===== config.mk =====
export PLATFORM = sky130hd
export DESIGN_NAME = pipeline_ctrl
export DESIGN_NICKNAME = d
export VERILOG_FILES = /design/src/rtl/cpu_ctrl_pkg.sv /design/src/rtl/hazard_detect.sv /design/src/rtl/pipeline_ctrl.sv
export SDC_FILE = /design/constraint.sdc
export NUM_CORES = 1
export LEC_CHECK = 0
export BUFFER_PORTS_ARGS = -buffer_cell sky130_fd_sc_hd__buf_2
export CAP_MARGIN = 0
export CORE_MARGIN = 2
export CORE_UTILIZATION = 53
export CTS_BUF_LIST = sky130_fd_sc_hd__clkbuf_4 sky130_fd_sc_hd__clkbuf_8 sky130_fd_sc_hd__clkbuf_16
export DETAILED_ROUTE_END_ITERATION = 10
export PLACE_DENSITY = 0.77
export SYNTH_ARGS = -nofsm -noshare
export SYNTH_HDL_FRONTEND = slang
export SYNTH_HIERARCHICAL = 1
export SYNTH_SLANG_ARGS = --single-unit

===== constraint.sdc =====
create_clock -name clk -period 2.7 [get_ports clk]
set_input_delay 0.81 -clock clk [delete_from_list [all_inputs] [get_ports clk]]
set_output_delay 0.81 -clock clk [all_outputs]
set_load 0.01 [all_outputs]

===== src/rtl/cpu_ctrl_pkg.sv =====
// Shared encodings for the core's pipeline sequencing control.
package cpu_ctrl_pkg;

  localparam int unsigned REG_ADDR_W = 5;

  typedef enum logic [1:0] {
    CTRL_RUN      = 2'd0,
    CTRL_MEM_WAIT = 2'd1,
    CTRL_HALT     = 2'd2
  } ctrl_state_e;

endpackage


===== src/rtl/hazard_detect.sv =====
// Load-use comparator: flags an ID instruction reading the register a load in EX is about to write.
module hazard_detect
  import cpu_ctrl_pkg::*;
(
  input  logic [REG_ADDR_W-1:0] id_rs1_addr,
  input  logic [REG_ADDR_W-1:0] id_rs2_addr,
  input  logic                  id_rs1_used,
  input  logic                  id_rs2_used,
  input  logic [REG_ADDR_W-1:0] ex_rd_addr,
  input  logic                  ex_reg_write,
  input  logic                  ex_mem_read,
  output logic                  load_use
);

  logic rs1_hit;
  logic rs2_hit;

  // x0 is hard-wired zero, so a load targeting it never creates a dependency.
  assign rs1_hit  = id_rs1_used && (id_rs1_addr == ex_rd_addr);
  assign rs2_hit  = id_rs2_used && (id_rs2_addr == ex_rd_addr);
  assign load_use = ex_mem_read && ex_reg_write && (ex_rd_addr != '0) && (rs1_hit || rs2_hit);

endmodule


===== src/rtl/pipeline_ctrl.sv =====
// Stall/flush sequencing for the 5-stage core: load-use, branch redirect, memory wait, watchdog halt.
// Define PIPELINE_CTRL_PERF_EN to add the stall_cnt_o / flush_cnt_o performance counters.
module pipeline_ctrl
  import cpu_ctrl_pkg::*;
#(
  parameter int unsigned WAIT_LIMIT = 255
) (
  input  logic                  clk,
  input  logic                  rst,
  input  logic [REG_ADDR_W-1:0] id_rs1_addr,
  input  logic [REG_ADDR_W-1:0] id_rs2_addr,
  input  logic                  id_rs1_used,
  input  logic                  id_rs2_used,
  input  logic [REG_ADDR_W-1:0] ex_rd_addr,
  input  logic                  ex_reg_write,
  input  logic                  ex_mem_read,
  input  logic                  ex_branch_taken,
  input  logic                  mem_req,
  input  logic                  mem_ready,
  output logic                  pc_stall,
  output logic                  if_id_stall,
  output logic                  if_id_flush,
  output logic                  id_ex_stall,
  output logic                  id_ex_flush,
  output logic                  ex_mem_stall,
  output logic                  mem_wb_flush,
  output logic                  halted_o,
`ifdef PIPELINE_CTRL_PERF_EN
  output logic [31:0]           stall_cnt_o,
  output logic [31:0]           flush_cnt_o,
`endif
  output logic [1:0]            state_o
);

  localparam logic [15:0] WAIT_LAST = 16'(WAIT_LIMIT - 1);

  ctrl_state_e state_q, state_d;
  logic [15:0] wait_cnt_q, wait_cnt_d;
  logic        halted_q, halted_d;
  logic        memwait;
  logic        load_use;
  logic        halt_now;
  logic        branch_act;

  hazard_detect u_hazard_detect (
    .id_rs1_addr  (id_rs1_addr),
    .id_rs2_addr  (id_rs2_addr),
    .id_rs1_used  (id_rs1_used),
    .id_rs2_used  (id_rs2_used),
    .ex_rd_addr   (ex_rd_addr),
    .ex_reg_write (ex_reg_write),
    .ex_mem_read  (ex_mem_read),
    .load_use     (load_use)
  );

  assign memwait = mem_req && !mem_ready;

  always_comb begin
    state_d    = state_q;
    wait_cnt_d = wait_cnt_q;
    halted_d   = halted_q;
    halt_now   = 1'b0;
    case (state_q)
      CTRL_RUN: begin
        wait_cnt_d = '0;
        if (memwait) state_d = CTRL_MEM_WAIT;
      end
      CTRL_MEM_WAIT: begin
        if (!memwait) begin
          state_d = CTRL_RUN;
        end else begin
          if (wait_cnt_q == WAIT_LAST) begin
            state_d  = CTRL_HALT;
            halted_d = 1'b1;
          end
          if (wait_cnt_q != 16'hFFFF) wait_cnt_d = wait_cnt_q + 16'd1;
        end
      end
      // The unused encoding behaves exactly like HALT.
      default: begin
        state_d  = CTRL_HALT;
        halted_d = 1'b1;
        halt_now = 1'b1;
      end
    endcase
  end

  always_comb begin
    pc_stall     = 1'b0;
    if_id_stall  = 1'b0;
    if_id_flush  = 1'b0;
    id_ex_stall  = 1'b0;
    id_ex_flush  = 1'b0;
    ex_mem_stall = 1'b0;
    mem_wb_flush = 1'b0;
    branch_act   = 1'b0;
    if (rst) begin
      if_id_flush  = 1'b1;
      id_ex_flush  = 1'b1;
      mem_wb_flush = 1'b1;
    end else if (halt_now || memwait) begin
      // A pending branch stays in EX while frozen and is taken on the release cycle.
      pc_stall     = 1'b1;
      if_id_stall  = 1'b1;
      id_ex_stall  = 1'b1;
      ex_mem_stall = 1'b1;
      mem_wb_flush = 1'b1;
    end else if (ex_branch_taken) begin
      if_id_flush = 1'b1;
      id_ex_flush = 1'b1;
      branch_act  = 1'b1;
    end else if (load_use) begin
      pc_stall    = 1'b1;
      if_id_stall = 1'b1;
      id_ex_flush = 1'b1;
    end
  end

  always_ff @(posedge clk or posedge rst) begin
    if (rst) begin
      state_q    <= CTRL_RUN;
      wait_cnt_q <= '0;
      halted_q   <= 1'b0;
    end else begin
      state_q    <= state_d;
      wait_cnt_q <= wait_cnt_d;
      halted_q   <= halted_d;
    end
  end

  assign halted_o = halted_q;
  assign state_o  = state_q;

`ifdef PIPELINE_CTRL_PERF_EN
  logic [31:0] stall_cnt_q, stall_cnt_d;
  logic [31:0] flush_cnt_q, flush_cnt_d;

  always_comb begin
    stall_cnt_d = stall_cnt_q + {31'd0, pc_stall};
    flush_cnt_d = flush_cnt_q + {31'd0, branch_act};
  end

  always_ff @(posedge clk or posedge rst) begin
    if (rst) begin
      stall_cnt_q <= '0;
      flush_cnt_q <= '0;
    end else begin
      stall_cnt_q <= stall_cnt_d;
      flush_cnt_q <= flush_cnt_d;
    end
  end

  assign stall_cnt_o = stall_cnt_q;
  assign flush_cnt_o = flush_cnt_q;
`endif

endmodule


==> results.cfg <==
[job]
drv_cap = 0

[clock_tree]
cts-root-buf = clkbuf_4
cts_tree = done
clkTransAtPathRegs_ns = 0.12
cts.path.max_buffers = 2
clk_latency_ns = 0.30
cts_hold_buf = 0
cts_setup_buffers = 0
cts_buffers = 3
clkSinkCount = 19
htreeDepth = 1

[placed_design]
preCtsSetupSlack_ns = -0.212
port_buffers = 33
dp_hpwl_mm = 2.64
dpl.cell_count = 220
post_dp_cell_area_um2 = 1610
routabilityCongestion = 0.960

[critical_path]
crit_slowest_cell = nor4_2
path_class = in2out
r2r_end = wait_cnt_q[1]
path_cells = buf_6 -> xor2_1 -> nor4_2 -> nand3_1 -> a21oi_2 -> nand2b_1 -> a21oi_2 -> buf_2
cpMostUsedCell = a21oi_2
critical_path_arrival_ns = 2.04
crit_family = simple AND/OR/NAND/NOR gates
rr_startpoint = wait_cnt_q[1]
rr_worst_depth = 5
crit_required_ns = 1.89
startpoint_type = primary input
cp_num_buf_inv = 2
rrSetupSlack_ns = 0.61
crit_fanout = 2
slowest_delay_ns = 0.30
cp-end-kind = output pin

[logic_synthesis]
synth-seq-cells = 19
ys_warn_count = 6
synth_edf_count = 0
synth_top_area_share_pct = 33.9
yosysUniqueCellTypes = 42
synth_ff_type = dfrtp_1
synth_most_common_cell = dfrtp_1
synthTopCellsByArea = dfrtp_1 34%, xor2_1 5.0%, nand3_1 4.3%
synth_commonest_cells = 19 x dfrtp_1, 15 x nand2_1, 12 x nand3_1, 9 x nor2_1
synth_largest_area_cell = dfrtp_1
avgSynthCellArea_um2 = 8.83
syn_area_um2 = 1400
synthesis.nets = 185
seq_area_frac_synth_pct = 33.9
synthCells = 159
synth-async-reset-ratio_pct = 100

[sta]
worst_slew_pin_slew_ns = 0.429
drv_slew = 0
rsz0062_at_grt = true
min_period_over_period_pct = 106
finalClockSkew_ns = 0.00528
hold_viol = 0
setup_tns_ns = -0.431
min_period_ns = 2.85
hold_ws_ns = 0.476
max_slew_margin_pct = 71.4
fmax_mhz = 351
finalSetupViolations = 3
setup_ws_ns = -0.152

[floorplanning]
io_pins = 34
die_h_um = 55.5
die_w_um = 55.5
num_rows = 18
core-area_um2 = 2500
start_util_pct = 56.2
fp.dieArea_um2 = 3080

[finish]
finalCoreUtilization_pct = 67.0
area_growth_pct = 19.3
stdcell_count = 224
design_area_um2 = 1680
drive_gt1_share_pct = 27.3
n_antenna_cell = 0
nNetsFinal = 221

[power]
internal_power_uw = 386
seqPwrFrac_pct = 54.1
swShare_pct = 28.7
p_leak_nw = 0.761
p_clk_share_pct = 28.1
p_comb_share_pct = 17.7
vdd_ir_drop_max_uv = 300
finalPower_uw = 541
switchingPower_uw = 155
p_per_area_nw_per_um2 = 323

[route]
drt-initial-drc-count = 62
wl_mm = 3.59
vias_per_cell = 6.04
wire_per_inst_um = 16.0
drc_errors = 0
vias = 1352
dr.pass1.iters = 4
postRouteAntennaNets = 0

[global_route]
grt_use_total_pct = 24.4
antenna_found_initial = 0
grt_pass1_wl_mm = 6.14
grt_pass1_vias = 1286
grt_max_degree = 20
grt-ovfl-total = 0

[hold_path]
hp-class = reg2reg
worstHoldPathCells = 1
holdPathEnd = halted_o
hp-start = halted_o

[outcome]
outcome = finished, violations left
violations = setup timing
## logic make-up (layout without fill, tap and decap cells)
group	count (synthesis)	in the layout	synth area share, %
fa+ha+maj	2	2	1.78
mux	4	4	3.21
xor+xnor	10	10	6.24
simple gates	70	70	28.8
buf+inv	14	49	4.81
compound gates	40	40	21.3
flops	19	19	33.9
## sequential cells by signal (all words and copies together), names as in the netlist
signal	flops
halted_o	1
state_o	2
wait_cnt_q	16
## repair_timing
| action | CTS | global route |
|---|---|---|
| gates cloned | 0 | 0 |
| pin swaps | 6 | 7 |
| gates resized for setup | 5 | 5 |
| setup endpoints to repair | 3 | 3 |
## power by group through the flow
stage	sequential, mW	combinational (mW)	clock (mW)
final	0.293	0.0959	0.152
after global routing	0.294	0.106	0.169
after CTS	0.293	0.0928	0.156
after detailed placement	0.298	0.0892	0
after global placement	0.298	0.0859	0
after floorplan	0.296	0.0510	0
## cell usage in the layout, fill, tap and decap left out, types with 7 or more instances in the layout
master,instances
nand2_1,15
nand3_1,12
dfrtp_1,19
buf_2,28
nor2_1,9
nor4_1,7
xor2_1,8
## metal layers
layer / up-vias / global-route usage, % / share of wire, %
met4: 0 / 8.71 / 1.7
met1: 633 / 33.5 / 45
li1: 675 / - / -
met5: - / 0 / 0
met3: 6 / 3.98 / 3.6
met2: 38 / 38.8 / 50
## worst max path at each step
| stage | from | cells past startpoint | slack (ns) | to |
|---|---|---|---|---|
| 2_1_floorplan | id_rs1_addr[0] | 7 | 0.01 | pc_stall |
| 3_3_place_gp | ex_rd_addr[3] | 7 | -0.12 | id_ex_flush |
| 3_5_place_dp | ex_rd_addr[1] | 8 | -0.21 | if_id_stall |
| 4_1_cts | id_rs2_addr[0] | 8 | -0.18 | if_id_stall |
| 5_1_grt | ex_rd_addr[1] | 8 | -0.24 | pc_stall |
| 6_report | id_rs2_addr[0] | 8 | -0.15 | if_id_stall |
## worst reg2reg max path: cells and delay by family, from the launching register on
family                     cells  cell delay [ns]
muxes                          1             0.33
adders and majority gates      1             0.25
and+or+nand+nor                2             0.59
DFF                            1             0.44
AOI/OAI and AO/OA              1             0.38
## cell type report
type / count / area [um2]
multi-input combinational: 126 / 875
fill: 210 / 825
sequential: 19 / 475
timing repair buffer: 38 / 234
tap: 30 / 37.5
inverter: 7 / 26.3
clock buffer: 3 / 22.5
clock inverter: 1 / 5.00
Power figures use the tool's default switching activity.
